--- src/rtl/ps2_key_tracker.sv ---
// PS/2 keyboard receiver with clock glitch filter, parity/stop/timeout checks,
// E0/F0 prefix decoding and per-key held-state tracking.
module ps2_key_tracker #(
   parameter int unsigned               SYNC_STAGES = 3,
   parameter int unsigned               FILTER_LEN  = 8,
   parameter int unsigned               TIMEOUT_CYC = 50000,
   parameter int unsigned               NUM_KEYS    = 4,
   parameter logic [8*NUM_KEYS-1:0]     KEY_CODES   = 32'h231C1B1D,
   parameter logic [NUM_KEYS-1:0]       KEY_EXT     = '0
) (
   input  logic                clk,
   input  logic                rst_n,
   input  logic                ps2_clk,
   input  logic                ps2_data,
   output logic [NUM_KEYS-1:0] key_down,
   output logic                evt_valid,
   output logic [7:0]          evt_code,
   output logic                evt_break,
   output logic                evt_ext,
   output logic                frame_err
);

   localparam int unsigned FW = $clog2(FILTER_LEN + 1);
   localparam int unsigned TW = $clog2(TIMEOUT_CYC);

   typedef enum logic [1:0] {IDLE, DATA, PARITY, STOP} state_t;

   state_t                   state_q, state_d;
   logic [SYNC_STAGES-1:0]   sclk_q, sclk_d, sdat_q, sdat_d;
   logic                     clk_s, dat_s;
   logic                     filt_q, filt_d, fall_q, fall_d;
   logic [FW-1:0]            fcnt_q, fcnt_d;
   logic [TW-1:0]            to_q, to_d;
   logic [7:0]               shift_q, shift_d, byte_q, byte_d;
   logic [2:0]               bcnt_q, bcnt_d;
   logic                     par_q, par_d, stb_q, stb_d, err_q, err_d;
   logic                     ext_q, ext_d, brk_q, brk_d;
   logic [NUM_KEYS-1:0]      keys_q, keys_d;
   logic                     ev_q, ev_d, evbrk_q, evbrk_d, evext_q, evext_d;
   logic [7:0]               code_q, code_d;

   // Synchroniser and glitch filter; fall is registered so the timeout
   // counter can clear on the same cycle the FSM sees the edge.
   always_comb begin
      sclk_d = {sclk_q[SYNC_STAGES-2:0], ps2_clk};
      sdat_d = {sdat_q[SYNC_STAGES-2:0], ps2_data};
      clk_s  = sclk_q[SYNC_STAGES-1];
      dat_s  = sdat_q[SYNC_STAGES-1];
      filt_d = filt_q;
      fcnt_d = '0;
      if (clk_s != filt_q) begin
         if (fcnt_q == FW'(FILTER_LEN - 1)) filt_d = clk_s;
         else                               fcnt_d = fcnt_q + FW'(1);
      end
      fall_d = filt_q & ~filt_d;
   end

   always_comb begin
      state_d = state_q;
      shift_d = shift_q;
      bcnt_d  = bcnt_q;
      par_d   = par_q;
      byte_d  = byte_q;
      stb_d   = 1'b0;
      err_d   = 1'b0;
      to_d    = (state_q == IDLE || fall_d) ? '0 : to_q + TW'(1);
      if (fall_q) begin
         unique case (state_q)
            IDLE: if (!dat_s) begin
               state_d = DATA;
               bcnt_d  = '0;
            end
            DATA: begin
               shift_d = {dat_s, shift_q[7:1]};
               bcnt_d  = bcnt_q + 3'd1;
               if (bcnt_q == 3'd7) state_d = PARITY;
            end
            PARITY: begin
               par_d   = dat_s;
               state_d = STOP;
            end
            STOP: begin
               byte_d  = shift_q;
               stb_d   = (^{shift_q, par_q}) & dat_s;
               err_d   = ~stb_d;
               state_d = IDLE;
            end
            default: state_d = IDLE;
         endcase
      end else if (state_q != IDLE && to_d == TW'(TIMEOUT_CYC - 1)) begin
         err_d   = 1'b1;
         state_d = IDLE;
      end
   end

   always_comb begin
      ext_d   = ext_q;
      brk_d   = brk_q;
      keys_d  = keys_q;
      ev_d    = 1'b0;
      code_d  = code_q;
      evbrk_d = evbrk_q;
      evext_d = evext_q;
      if (err_q) begin
         ext_d = 1'b0;
         brk_d = 1'b0;
      end else if (stb_q) begin
         ext_d = 1'b0;
         brk_d = 1'b0;
         unique case (byte_q)
            8'hE0: begin ext_d = 1'b1; brk_d = brk_q; end
            8'hF0: begin brk_d = 1'b1; ext_d = ext_q; end
            8'hFA, 8'hEE, 8'hFE: ;
            8'hAA, 8'h00, 8'hFF: keys_d = '0;
            default: begin
               ev_d    = 1'b1;
               code_d  = byte_q;
               evbrk_d = brk_q;
               evext_d = ext_q;
               for (int unsigned i = 0; i < NUM_KEYS; i++) begin
                  if (byte_q == KEY_CODES[8*i +: 8] && ext_q == KEY_EXT[i])
                     keys_d[i] = ~brk_q;
               end
            end
         endcase
      end
   end

   always_ff @(posedge clk) begin
      if (!rst_n) begin
         sclk_q  <= '1;
         sdat_q  <= '1;
         filt_q  <= 1'b1;
         fcnt_q  <= '0;
         fall_q  <= 1'b0;
         state_q <= IDLE;
         to_q    <= '0;
         shift_q <= '0;
         bcnt_q  <= '0;
         par_q   <= 1'b0;
         byte_q  <= '0;
         stb_q   <= 1'b0;
         err_q   <= 1'b0;
         ext_q   <= 1'b0;
         brk_q   <= 1'b0;
         keys_q  <= '0;
         ev_q    <= 1'b0;
         code_q  <= '0;
         evbrk_q <= 1'b0;
         evext_q <= 1'b0;
      end else begin
         sclk_q  <= sclk_d;
         sdat_q  <= sdat_d;
         filt_q  <= filt_d;
         fcnt_q  <= fcnt_d;
         fall_q  <= fall_d;
         state_q <= state_d;
         to_q    <= to_d;
         shift_q <= shift_d;
         bcnt_q  <= bcnt_d;
         par_q   <= par_d;
         byte_q  <= byte_d;
         stb_q   <= stb_d;
         err_q   <= err_d;
         ext_q   <= ext_d;
         brk_q   <= brk_d;
         keys_q  <= keys_d;
         ev_q    <= ev_d;
         code_q  <= code_d;
         evbrk_q <= evbrk_d;
         evext_q <= evext_d;
      end
   end

   assign key_down  = keys_q;
   assign evt_valid = ev_q;
   assign evt_code  = code_q;
   assign evt_break = evbrk_q;
   assign evt_ext   = evext_q;
   assign frame_err = err_q;

endmodule

--- config.mk ---
export PLATFORM = sky130hd
export DESIGN_NAME = ps2_key_tracker
export DESIGN_NICKNAME = d
export VERILOG_FILES = /design/src/rtl/ps2_key_tracker.sv
export SDC_FILE = /design/constraint.sdc
export NUM_CORES = 1
export LEC_CHECK = 0
export BUFFER_PORTS_ARGS = -buffer_cell sky130_fd_sc_hd__buf_4
export CAP_MARGIN = 20
export CORE_UTILIZATION = 50
export CTS_CLUSTER_DIAMETER = 100
export CTS_CLUSTER_SIZE = 12
export DETAILED_ROUTE_END_ITERATION = 8
export MAX_ROUTING_LAYER = met4
export PLACE_DENSITY = 0.7
export SKIP_CTS_REPAIR_TIMING = 1
export SLEW_MARGIN = 0
export SYNTH_ARGS = -nofsm -noshare
export SYNTH_HDL_FRONTEND = slang
export SYNTH_SLANG_ARGS = --single-unit
--- constraint.sdc ---
create_clock -name clk -period 2.2 [get_ports clk]
set_input_delay 0.33 -clock clk [delete_from_list [all_inputs] [get_ports clk]]
set_output_delay 0.33 -clock clk [all_outputs]
set_load 0.01 [all_outputs]
-- After elaboration in Yosys (flattened, before gate mapping)
Index checks and enable logic that the tools add are counted.
- equal/unequal tests: 21
- bitwise logic cells: 14
- add/sub/neg operators: 3
- reduce and logical (&&, ||, !) cells: 35
- muxes and demuxes: 21
- operators with widths (operator ; count):
    equality test 8 bit, second input constant ; 7
    equality test 8 x 5 -> 1 bit, second input constant ; 3
    adder 16 x 1 -> 16 bit, second input constant ; 1
    equality test 16 bit, second input constant ; 1
    2-to-1 mux 16 bit ; 1
    AND reduction 4 bit ; 4
    nonzero test 2 bit ; 7
    inverter 1 bit ; 12
    AND reduction 3 bit ; 4
    2-to-1 mux 1 bit ; 10
    AND reduction 2 bit ; 5
    OR reduction 3 bit ; 3
    XOR reduction 9 bit ; 1
    equality test 8 x 6 -> 1 bit, second input constant ; 1
    logical NOT 8 bit ; 1
    2-to-1 mux 2 bit ; 4
    case mux 2 bit (4 select lines) ; 1
    case mux 4 bit (2 select lines) ; 1
    OR reduction 8 bit ; 1
    != test 3 bit, second input constant ; 2
    case mux 3 bit (2 select lines) ; 1
    logical AND 1 bit ; 5
    OR reduction 5 bit ; 1
    adder 4 x 1 -> 4 bit, second input constant ; 1
    13 further kinds ; 16
- input port bits: 4
- word-level logic and storage cells: 117
- register bits: 69
- output and inout port bits: 16

-- Depth between registers and ports, before layout
Gate-level depths: netlist (run 1).
- depth in word-level cells: 11
- depth in mapped cells: 8

-- Worst setup path before layout (run 1)
No wires, ideal clock.
- path type: register to register
- from: register to_q[0]
- to: register state_q[0]
- arrival time: 1.706 ns
- stages on the path, launching flop included: 8
- slack: 0.367 ns
- setup time: 0.127 ns
- required time: 2.073 ns
- path through: dfxtp_1 -> ha_1 -> nand4_2 -> nor2_1 -> xor2_1 -> nand3b_4 -> a2111oi_4 -> o21ai_1
- longest elaborated chain between the ends: 6
- RTL lines (element ; line ; RTL):
    start, declared ; 33 ; logic [TW-1:0] to_q, to_d;
    start signal, assigned ; 158 ; to_q <= to_d;
    adder 16 x 1 -> 16 bit ; 66 ; to_d = (state_q == IDLE || fall_d) ? '0 : to_q + TW'(1);
    2-to-1 mux 16 bit ; 66 ;
    equality test 16 bit ; 90 ; end else if (state_q != IDLE && to_d == TW'(TIMEOUT_CYC - 1)) begin
    logical AND 1 bit ; 90 ;
    nonzero test 2 bit (no line) ; - ;
    AND reduction 3 bit (no line) ; - ;
    end signal, assigned ; 157 ; state_q <= state_d;
    end, declared ; 28 ; state_t state_q, state_d;
Every way passes these cells.
A chain may end at the register's enable or synchronous reset.

-- Final worst setup path (run 1)
- from: register to_q[0]
- to: register err_q, in the netlist frame_err
- longest elaborated chain between the ends: 6
- RTL lines (element ; line ; RTL):
    adder 16 x 1 -> 16 bit ; 66 ;
    2-to-1 mux 16 bit ; 66 ;
    equality test 16 bit ; 90 ;
    logical AND 1 bit ; 90 ;
    2-to-1 mux 1 bit ; 90 ;
    2-to-1 mux 1 bit ; 67 ; if (fall_q) begin
    end signal, assigned ; 164 ; err_q <= err_d;
    end, declared ; 36 ; logic par_q, par_d, stb_q, stb_d, err_q, err_d;
Every way passes these cells.

==> results.sh, run 1 <==
export IMPL_fillers=559
export IMPL_fin_skew_ns=0.00901
export IMPL_vias=2440
export IMPL_nNetsFinal=394
export IMPL_overflow=0
export IMPL_io_pins=20
export IMPL_hp_class="in2reg"
export IMPL_clock_latency_ns=0.34
export IMPL_drc=0
export IMPL_fmax_mhz=492
export IMPL_chipHeight_um=82.3
export IMPL_cp_arrival_ns=2.32
export IMPL_synth_top_area_share_pct=42.9
export IMPL_drtAntennaViolNets=0
export IMPL_drive_gt1_share_pct=15.3
export IMPL_clock_sinks=69
export IMPL_yosysWarnings=0
export IMPL_wl_um=6100
export IMPL_synthCells=358
export IMPL_htree_levels=3
export IMPL_finalCriticalPeriod_ns=2.03
export IMPL_antenna_found_initial=0
export IMPL_path_clk_slew_ns=0.07
export IMPL_peakVddDrop_v=0.000376
export IMPL_dieArea_um2=6770
export IMPL_maxSlewHeadroom_pct=64.9
export IMPL_syn_area_um2=3220
export IMPL_grt_max_degree=39
export IMPL_p_leak_nw=1.32
export IMPL_yosys_cell_types_count=51
export IMPL_grt_pass1_vias=2178
export IMPL_crit_path_end_kind="register"
export IMPL_synthArstFlopShare_pct=0
export IMPL_postSynthAreaPerCell_um2=9.00
export IMPL_power_mw=2.18
export IMPL_start_util_pct=53.2
export IMPL_area_growth_pct=13.0
export IMPL_p_per_area_nw_per_um2=598
export IMPL_cts_made_buffers=9
export IMPL_worstPathMaxFanout=7
export IMPL_synth_area_top_cells="dfxtp_1 43%, nand2_1 5.0%, a21boi_0 4.7%, nand3_1 4.0%, xnor2_1 3.8%"
export IMPL_cts_tree="built"
export IMPL_wl_per_cell_um=13.2
export IMPL_synth_top_cell_by_area="dfxtp_1"
export IMPL_setup_ws_ns=0.166
export IMPL_place_ws_ns=-0.00571
export IMPL_syn_nets=370
export IMPL_finalSetupViolations=0
export IMPL_required_ns=2.49
export IMPL_clk_path_buf_depth=2
export IMPL_port_buffers=19
export IMPL_status="complete, no violations"
export IMPL_grt_util_all_layers_pct=20.4
export IMPL_crit_type="reg2reg"
export IMPL_die_x_um=82.3
export IMPL_clockRootBuffer="clkbuf_8"
export IMPL_ys_ff_latch=69
export IMPL_grt_pass1_wl_um=10100
export IMPL_rows=28
export IMPL_slew_viol_final=0
export IMPL_viasPerCell=5.29
export IMPL_worst_pin_slew_ns=0.525
export IMPL_synth_ff_type="dfxtp_1"
export IMPL_rsz0062_at_grt="false"
export IMPL_maxCapViolations=0
export IMPL_dr_first_iter_drc_count=88
export IMPL_diodes=0
export IMPL_post_route_period_util_pct=92.5
export IMPL_coreArea_um2=6060
export IMPL_hold_viol=0
export IMPL_dr_pass1_iters=4
export IMPL_synth_edf_count=0
export IMPL_ys_seq_area_share_pct=42.9
export IMPL_gp_congestion=0.879
export IMPL_startpoint_type="register"
export IMPL_detailed_place_hpwl_um=4290
synthesized netlist by cell type (all sizes together) (3+ instances only):
cell    number
o21ai        9
dfxtp       69
clkbuf      11
inv         10
nand2       43
buf          5
a21oi        8
xor2        11
xnor2       14
ha           8
nor4         3
and3         4
nand2b      10
nor2        29
nand3       27
a21boi      20
mux2i       11
nand4        5
nor3        10
and2         6
nor2b       16
registers in the layout, summed over array words and instances (netlist names), 3 cells and up:
name / cells
bcnt_q: 3
byte_q: 8
evt_code: 8
fcnt_q: 4
key_down: 4
sclk_q: 3
sdat_q: 3
shift_q: 8
to_q: 16
layer usage:
metal	vias up	GRT usage [%]	share of wire (%)
li1	1275	-	-
met1	1116	26.4	51
met2	39	30.2	44
met3	10	4.07	3.0
met4	0	10.0	2.1
met5	-	-	0
cell type report:
class,instances,area (um2),share of cell area (%)
multi-input combinational,263,1750,47.9
clock buffer,10,138,3.78
tap,75,93.8,2.58
timing repair buffer,29,218,5.98
clock inverter,5,27.5,0.756
inverter,10,37.5,1.03
sequential,69,1380,37.9
critical path, stage by stage (launching register included):
cell       delay, ns
dfxtp_1         0.40
ha_1            0.26
nand4_2         0.23
nor2_2          0.20
xor2_2          0.21
nand3b_4        0.10
a2111oi_4       0.39
o21a_1          0.18
path summary, 6_finish.rpt:
path / cells after the start / endpoint / slack, ns / from
worst max-delay path: 7 / frame_err / 0.17 / to_q[0]
worst min register to register: 1 / sdat_q[1] / 0.41 / sdat_q[0]
worst max register to register: 7 / frame_err / 0.17 / to_q[0]
worst min-delay path: 2 / sdat_q[0] / 0.17 / ps2_data
placed cells by master, fill, tap and decap left out, drive strengths merged, types with 11 or more instances in the layout:
cell,instances
a21boi,20
buf,29
dfxtp,69
mux2i,11
nand2,43
nand3,27
nor2,29
nor2b,16
xnor2,14
xor2,11
metrics by stage:
step                hold slack (ns)  TNS [ns]  utilization (%)  instance area [um2]  instances
finish                        0.170         0             60.1                 3640        461
global route                  0.158         0             60.1                 3640        461
CTS                           0.163   -0.0283             59.7                 3620        459
detailed placement            0.400  -0.00571             56.9                 3450        444
global placement              0.389         0             56.9                 3450        444
floorplan                     0.386         0                -                 3220        358
power breakdown:
group	leakage, nW	switching [mW]	internal (mW)
Clock	0.0877	0.467	0.425
Combinational	0.675	0.0161	0.0149
Sequential	0.557	0.00197	1.25
kinds of logic after synthesis:
| group | count (synthesis) | synth area share (%) |
|---|---|---|
| XOR/XNOR | 25 | 6.79 |
| AO/OA/AOI/OAI | 54 | 12.7 |
| multiplexers | 11 | 3.42 |
| adder cells (fa/ha/maj) | 8 | 3.11 |
| flip-flops | 69 | 42.9 |
| buffers and inverters | 26 | 3.30 |
| AND/OR/NAND/NOR | 165 | 27.8 |
(Power assumes the default switching activity.)
==> run 2, diff against run 1 <==
==> constraint.sdc (replaced) <==
create_clock -name clk -period 2.5 [get_ports clk]
set_input_delay 0.375 -clock clk [delete_from_list [all_inputs] [get_ports clk]]
set_output_delay 0.375 -clock clk [all_outputs]
set_load 0.01 [all_outputs]
==> run 2 against run 1 <==
Effect of this change:
- count of clock-buffer cells in the layout increased by 2
- maximum frequency is 9.8% lower
- highest routed layer unchanged
- critical path type unchanged
- critical endpoint is now key_down[2]
- first-iteration DRC count increased by 5.7%
- critical path depth is 1 lower
- non-clock buffer count is 7 lower
- clock power up 4.8%
- final area down 0.48%
==> results.sh, run 2 (same netlist as run 1, synthesis figures left out) <==
export IMPL_status="complete, no violations"
export IMPL_startpoint_type="register"
export IMPL_wl_um=6060
export IMPL_drive_gt1_share_pct=13.4
export IMPL_antenna_found_initial=0
export IMPL_grt_pass1_vias=2231
export IMPL_htree_levels=3
export IMPL_chipHeight_um=82.3
export IMPL_fmax_mhz=444
export IMPL_p_per_area_nw_per_um2=571
export IMPL_detailed_place_hpwl_um=4380
export IMPL_worstPathMaxFanout=12
export IMPL_slowest_delay_ns=0.91
export IMPL_finalCriticalPeriod_ns=2.25
export IMPL_dr_pass1_iters=4
export IMPL_cp_arrival_ns=2.54
export IMPL_required_ns=2.79
export IMPL_rows=28
export IMPL_vias=2457
export IMPL_gp_congestion=0.878
export IMPL_start_util_pct=53.2
export IMPL_maxCapViolations=0
export IMPL_drtAntennaViolNets=0
export IMPL_final_cell_mix="69 x dfxtp_1, 43 x nand2_1, 29 x nor2_1"
export IMPL_crit_type="reg2reg"
export IMPL_p_leak_nw=1.31
export IMPL_post_route_period_util_pct=90.2
export IMPL_worst_pin_slew_ns=0.973
export IMPL_cts_tree="built"
export IMPL_hold_viol=0
export IMPL_largest_reg_flops=16
export IMPL_top_layer="met4"
export IMPL_fillers=544
export IMPL_coreArea_um2=6060
export IMPL_clock_sinks=69
export IMPL_clockRootBuffer="clkbuf_8"
export IMPL_clk_path_buf_depth=2
export IMPL_finalSetupViolations=0
export IMPL_die_x_um=82.3
export IMPL_viasPerCell=5.40
export IMPL_final_common_cell="dfxtp_1"
export IMPL_utilization_pct=59.8
export IMPL_holdWs_ns=0.216
export IMPL_port_buffers=19
export IMPL_peakVddDrop_v=0.000349
export IMPL_top_register="to_q"
export IMPL_drc=0
export IMPL_rsz0062_at_grt="false"
export IMPL_grt_util_all_layers_pct=20.7
export IMPL_io_pins=20
export IMPL_wl_per_cell_um=13.3
export IMPL_diodes=0
export IMPL_hp_class="in2reg"
export IMPL_maxSlewHeadroom_pct=35.2
export IMPL_overflow=0
export IMPL_slowest_stage="a2111oi_4"
export IMPL_dr_first_iter_drc_count=93
export IMPL_grt_pass1_wl_um=10200
export IMPL_fin_skew_ns=0.00742
export IMPL_fin_setup_tns_ns=0
export IMPL_dieArea_um2=6770
export IMPL_cts_made_buffers=9
export IMPL_grt_max_degree=35
export IMPL_slew_viol_final=0
export IMPL_wl_met2_um=2680
export IMPL_path_clk_slew_ns=0.07
export IMPL_area_growth_pct=12.4
export IMPL_worstPathCellList="or4_1, a21oi_2, a2111oi_4, nand2b_1, o22ai_1, and2_1"
export IMPL_wl_met1_um=3080
export IMPL_clock_latency_ns=0.34
export IMPL_route_met3_wl_um=216
export IMPL_crit_path_end_kind="register"
export IMPL_nNetsFinal=387
==> run 2: final cells by class <==
type	count	area, um2	area share (%)
Clock buffer	12	165	4.56
Clock inverter	4	45.0	1.24
Inverter	10	37.5	1.04
Multi-Input combinational cell	263	1740	47.9
Sequential cell	69	1380	38.1
Tap cell	75	93.8	2.59
Timing Repair Buffer	22	165	4.56
==> run 2: where the power goes <==
part	internal [mW]	switching (mW)	total [mW]	leakage, nW
combinational	0.0131	0.0145	0.0276	0.639
clock	0.537	0.398	0.935	0.112
sequential	1.10	0.00192	1.10	0.557
==> run 2: per-stage QoR <==
| stage | cell area, um2 | power [mW] | std cells | worst slack [ns] |
|---|---|---|---|---|
| final | 3620 | 2.07 | 455 | 0.246 |
| after global routing | 3620 | 2.15 | 455 | 0.0819 |
| after CTS | 3620 | 2.09 | 455 | 0.248 |
| after detailed placement | 3410 | 1.16 | 439 | 0.267 |
| after global placement | 3410 | 1.16 | 439 | 0.322 |
| after floorplan | 3220 | 1.15 | 358 | 0.667 |
==> run 2: final timing paths <==
check	from	endpoint	slack, ns	cells after the start
hold / removal	ps2_data	sdat_q[0]	0.22	2
setup reg to reg	byte_q[2]	key_down[2]	0.25	6
hold reg to reg	sdat_q[1]	sdat_q[2]	0.41	1
setup / recovery	byte_q[2]	key_down[2]	0.25	6
==> run 2: per-layer routing <==
layer | vias to the layer above | GRT usage (%)
met5 | - | -
met4 | 0 | 7.37
met1 | 1150 | 26.1
met2 | 38 | 31.2
li1 | 1262 | -
met3 | 7 | 6.59
==> run 2: worst max-delay path, delay by kind of cell (launching register included) <==
family / cells / cell delay [ns]
AOI/OAI and AO/OA: 3 / 1.19
DFF: 1 / 0.52
and+or+nand+nor: 3 / 0.48
==> run 3, diff against run 2 <==
--- a/config.mk
+++ b/config.mk
@@ -12,7 +12,7 @@
 export CTS_CLUSTER_SIZE = 12
 export DETAILED_ROUTE_END_ITERATION = 8
 export MAX_ROUTING_LAYER = met4
-export PLACE_DENSITY = 0.7
+export PLACE_DENSITY_LB_ADDON = 0.2
 export SKIP_CTS_REPAIR_TIMING = 1
 export SLEW_MARGIN = 0
 export SYNTH_ARGS = -nofsm -noshare
==> run 3 against run 2 <==
Effect of this change:
- die area did not move
- clock skew rose by 0.0020 ns
- largest cell class unchanged
- sequential power about the same
- largest power group unchanged
- sequential share of layout area increased by 0.11 points
==> results.sh, run 3 (same netlist as run 1, synthesis figures left out) <==
export IMPL_reg2reg_depth=6
export IMPL_htree_levels=3
export IMPL_grt_pass1_wl_um=9910
export IMPL_detailed_place_hpwl_um=4060
export IMPL_coreArea_um2=6060
export IMPL_postPlaceCellArea_um2=3410
export IMPL_clock_latency_ns=0.34
export IMPL_nNetsFinal=387
export IMPL_cp_arrival_ns=2.50
export IMPL_drtAntennaViolNets=0
export IMPL_gp_congestion=0.869
export IMPL_p_comb_share_pct=1.3
export IMPL_clk_path_buf_depth=2
export IMPL_grt_util_all_layers_pct=19.9
export IMPL_dr_pass1_iters=4
export IMPL_vias=2410
export IMPL_peakVddDrop_v=0.000280
export IMPL_crit_type="reg2reg"
export IMPL_wl_um=5720
export IMPL_viasPerCell=5.30
export IMPL_final_common_cell="dfxtp_1"
export IMPL_slowest_stage="a2111oi_4"
export IMPL_start_util_pct=53.2
export IMPL_maxCapViolations=0
export IMPL_status="complete, no violations"
export IMPL_slowest_delay_ns=0.92
export IMPL_rsz0062_at_grt="false"
export IMPL_worst_pin_slew_ns=0.986
export IMPL_slew_viol_final=0
export IMPL_drc=0
export IMPL_drive_gt1_share_pct=13.4
export IMPL_design_area_um2=3610
export IMPL_area_growth_pct=12.1
export IMPL_clockRootBuffer="clkbuf_8"
export IMPL_fin_setup_tns_ns=0
export IMPL_top_register="to_q"
export IMPL_power_switching_mw=0.432
export IMPL_holdWs_ns=0.213
export IMPL_power_share_sequential_pct=54.4
export IMPL_clock_sinks=69
export IMPL_cts_made_buffers=9
export IMPL_maxSlewHeadroom_pct=34.2
export IMPL_fmax_mhz=452
export IMPL_place_ws_ns=0.279
export IMPL_io_pins=20
export IMPL_overflow=0
export IMPL_fillers=521
export IMPL_dr_first_iter_drc_count=96
export IMPL_hp_class="in2reg"
export IMPL_required_ns=2.79
export IMPL_largest_reg_flops=16
export IMPL_startpoint_type="register"
export IMPL_path_clk_slew_ns=0.08
export IMPL_die_x_um=82.3
export IMPL_cts_tree="built"
export IMPL_worstPathMaxFanout=12
export IMPL_post_route_period_util_pct=88.4
export IMPL_antenna_found_initial=0
export IMPL_chipHeight_um=82.3
export IMPL_grt_pass1_vias=2184
export IMPL_diodes=0
export IMPL_rows=28
export IMPL_ff2ff_setup_slack_ns=0.29
export IMPL_grt_max_degree=38
export IMPL_hold_viol=0
export IMPL_crit_path_end_kind="register"
export IMPL_crit_path_end="key_down[2]"
export IMPL_utilization_pct=59.6
export IMPL_intPower_mw=1.60
export IMPL_switching_share_pct=21.3
export IMPL_p_leak_nw=1.29
export IMPL_worstSetupStartpoint="byte_q[2]"
export IMPL_finalCriticalPeriod_ns=2.21
export IMPL_wl_per_cell_um=12.6
export IMPL_final_cell_mix="69 x dfxtp_1, 43 x nand2_1, 29 x nor2_1"
export IMPL_dieArea_um2=6770
export IMPL_r2r_end="key_down[2]"
export IMPL_port_buffers=19
export IMPL_setup_ws_ns=0.289
export IMPL_worstReg2RegStart="byte_q[2]"
export IMPL_p_per_area_nw_per_um2=562
export IMPL_worstPathCellList="or4_1, a21oi_2, a2111oi_4, nand2b_1, o22ai_1, and2_1"
export IMPL_finalSetupViolations=0
export IMPL_clockPowerShare_pct=44.3
export IMPL_fin_skew_ns=0.00941
==> run 3: changes by cell type in the layout (fill, tap and decap cells not counted), sizes merged <==
cell	delta
clkbuf	-2
clkinvlp	+3
clkinv	-1
==> run 3: metrics by stage <==
step,std cells,total power [mW]
floorplan,358,1.15
global placement,439,1.16
detailed placement,439,1.16
CTS,455,2.05
global route,455,2.10
finish,455,2.03
==> run 3: how the worst min path moves through the flow <==
stage	depth (start not counted)	startpoint	endpoint	slack, ns
6_report	2	ps2_clk	sclk_q[0]	0.21
5_1_grt	2	ps2_data	sdat_q[0]	0.21
4_1_cts	2	ps2_data	sdat_q[0]	0.21
3_5_place_dp	1	sdat_q[0]	sdat_q[1]	0.40
3_3_place_gp	1	sclk_q[0]	sclk_q[1]	0.39
2_1_floorplan	1	sclk_q[0]	sclk_q[1]	0.39
==> run 3: layout make-up <==
type	count	area [um2]	area share [%]
Multi-Input combinational cell	263	1740	48.0
Sequential cell	69	1380	38.2
Timing Repair Buffer	22	165	4.57
Clock buffer	10	138	3.81
Tap cell	75	93.8	2.60
Clock inverter	6	62.6	1.73
Inverter	10	37.5	1.04
==> run 3: power by group through the flow <==
stage	sequential [mW]	combinational [mW]	clock [mW]
6_report	1.10	0.0268	0.900
3_3_place_gp	1.13	0.0269	0
4_1_cts	1.10	0.0273	0.922
3_5_place_dp	1.13	0.0273	0
2_1_floorplan	1.13	0.0199	0
5_1_grt	1.10	0.0298	0.971
==> run 3: worst max-delay path: cells and delay by family (launching register included) <==
family / cells / cell delay (ns)
AND/OR/NAND/NOR: 3 / 0.47
flip-flops: 1 / 0.50
AO/OA/AOI/OAI: 3 / 1.18
==> run 3: layer usage <==
layer	part of all wire (%)	GRT usage, %	vias up	wire (um)
met3	2.7	4.40	10	153
met2	43	30.4	31	2470
li1	-	-	1263	-
met1	52	25.0	1106	2990
met4	2.0	8.95	0	114
met5	0	-	-	0
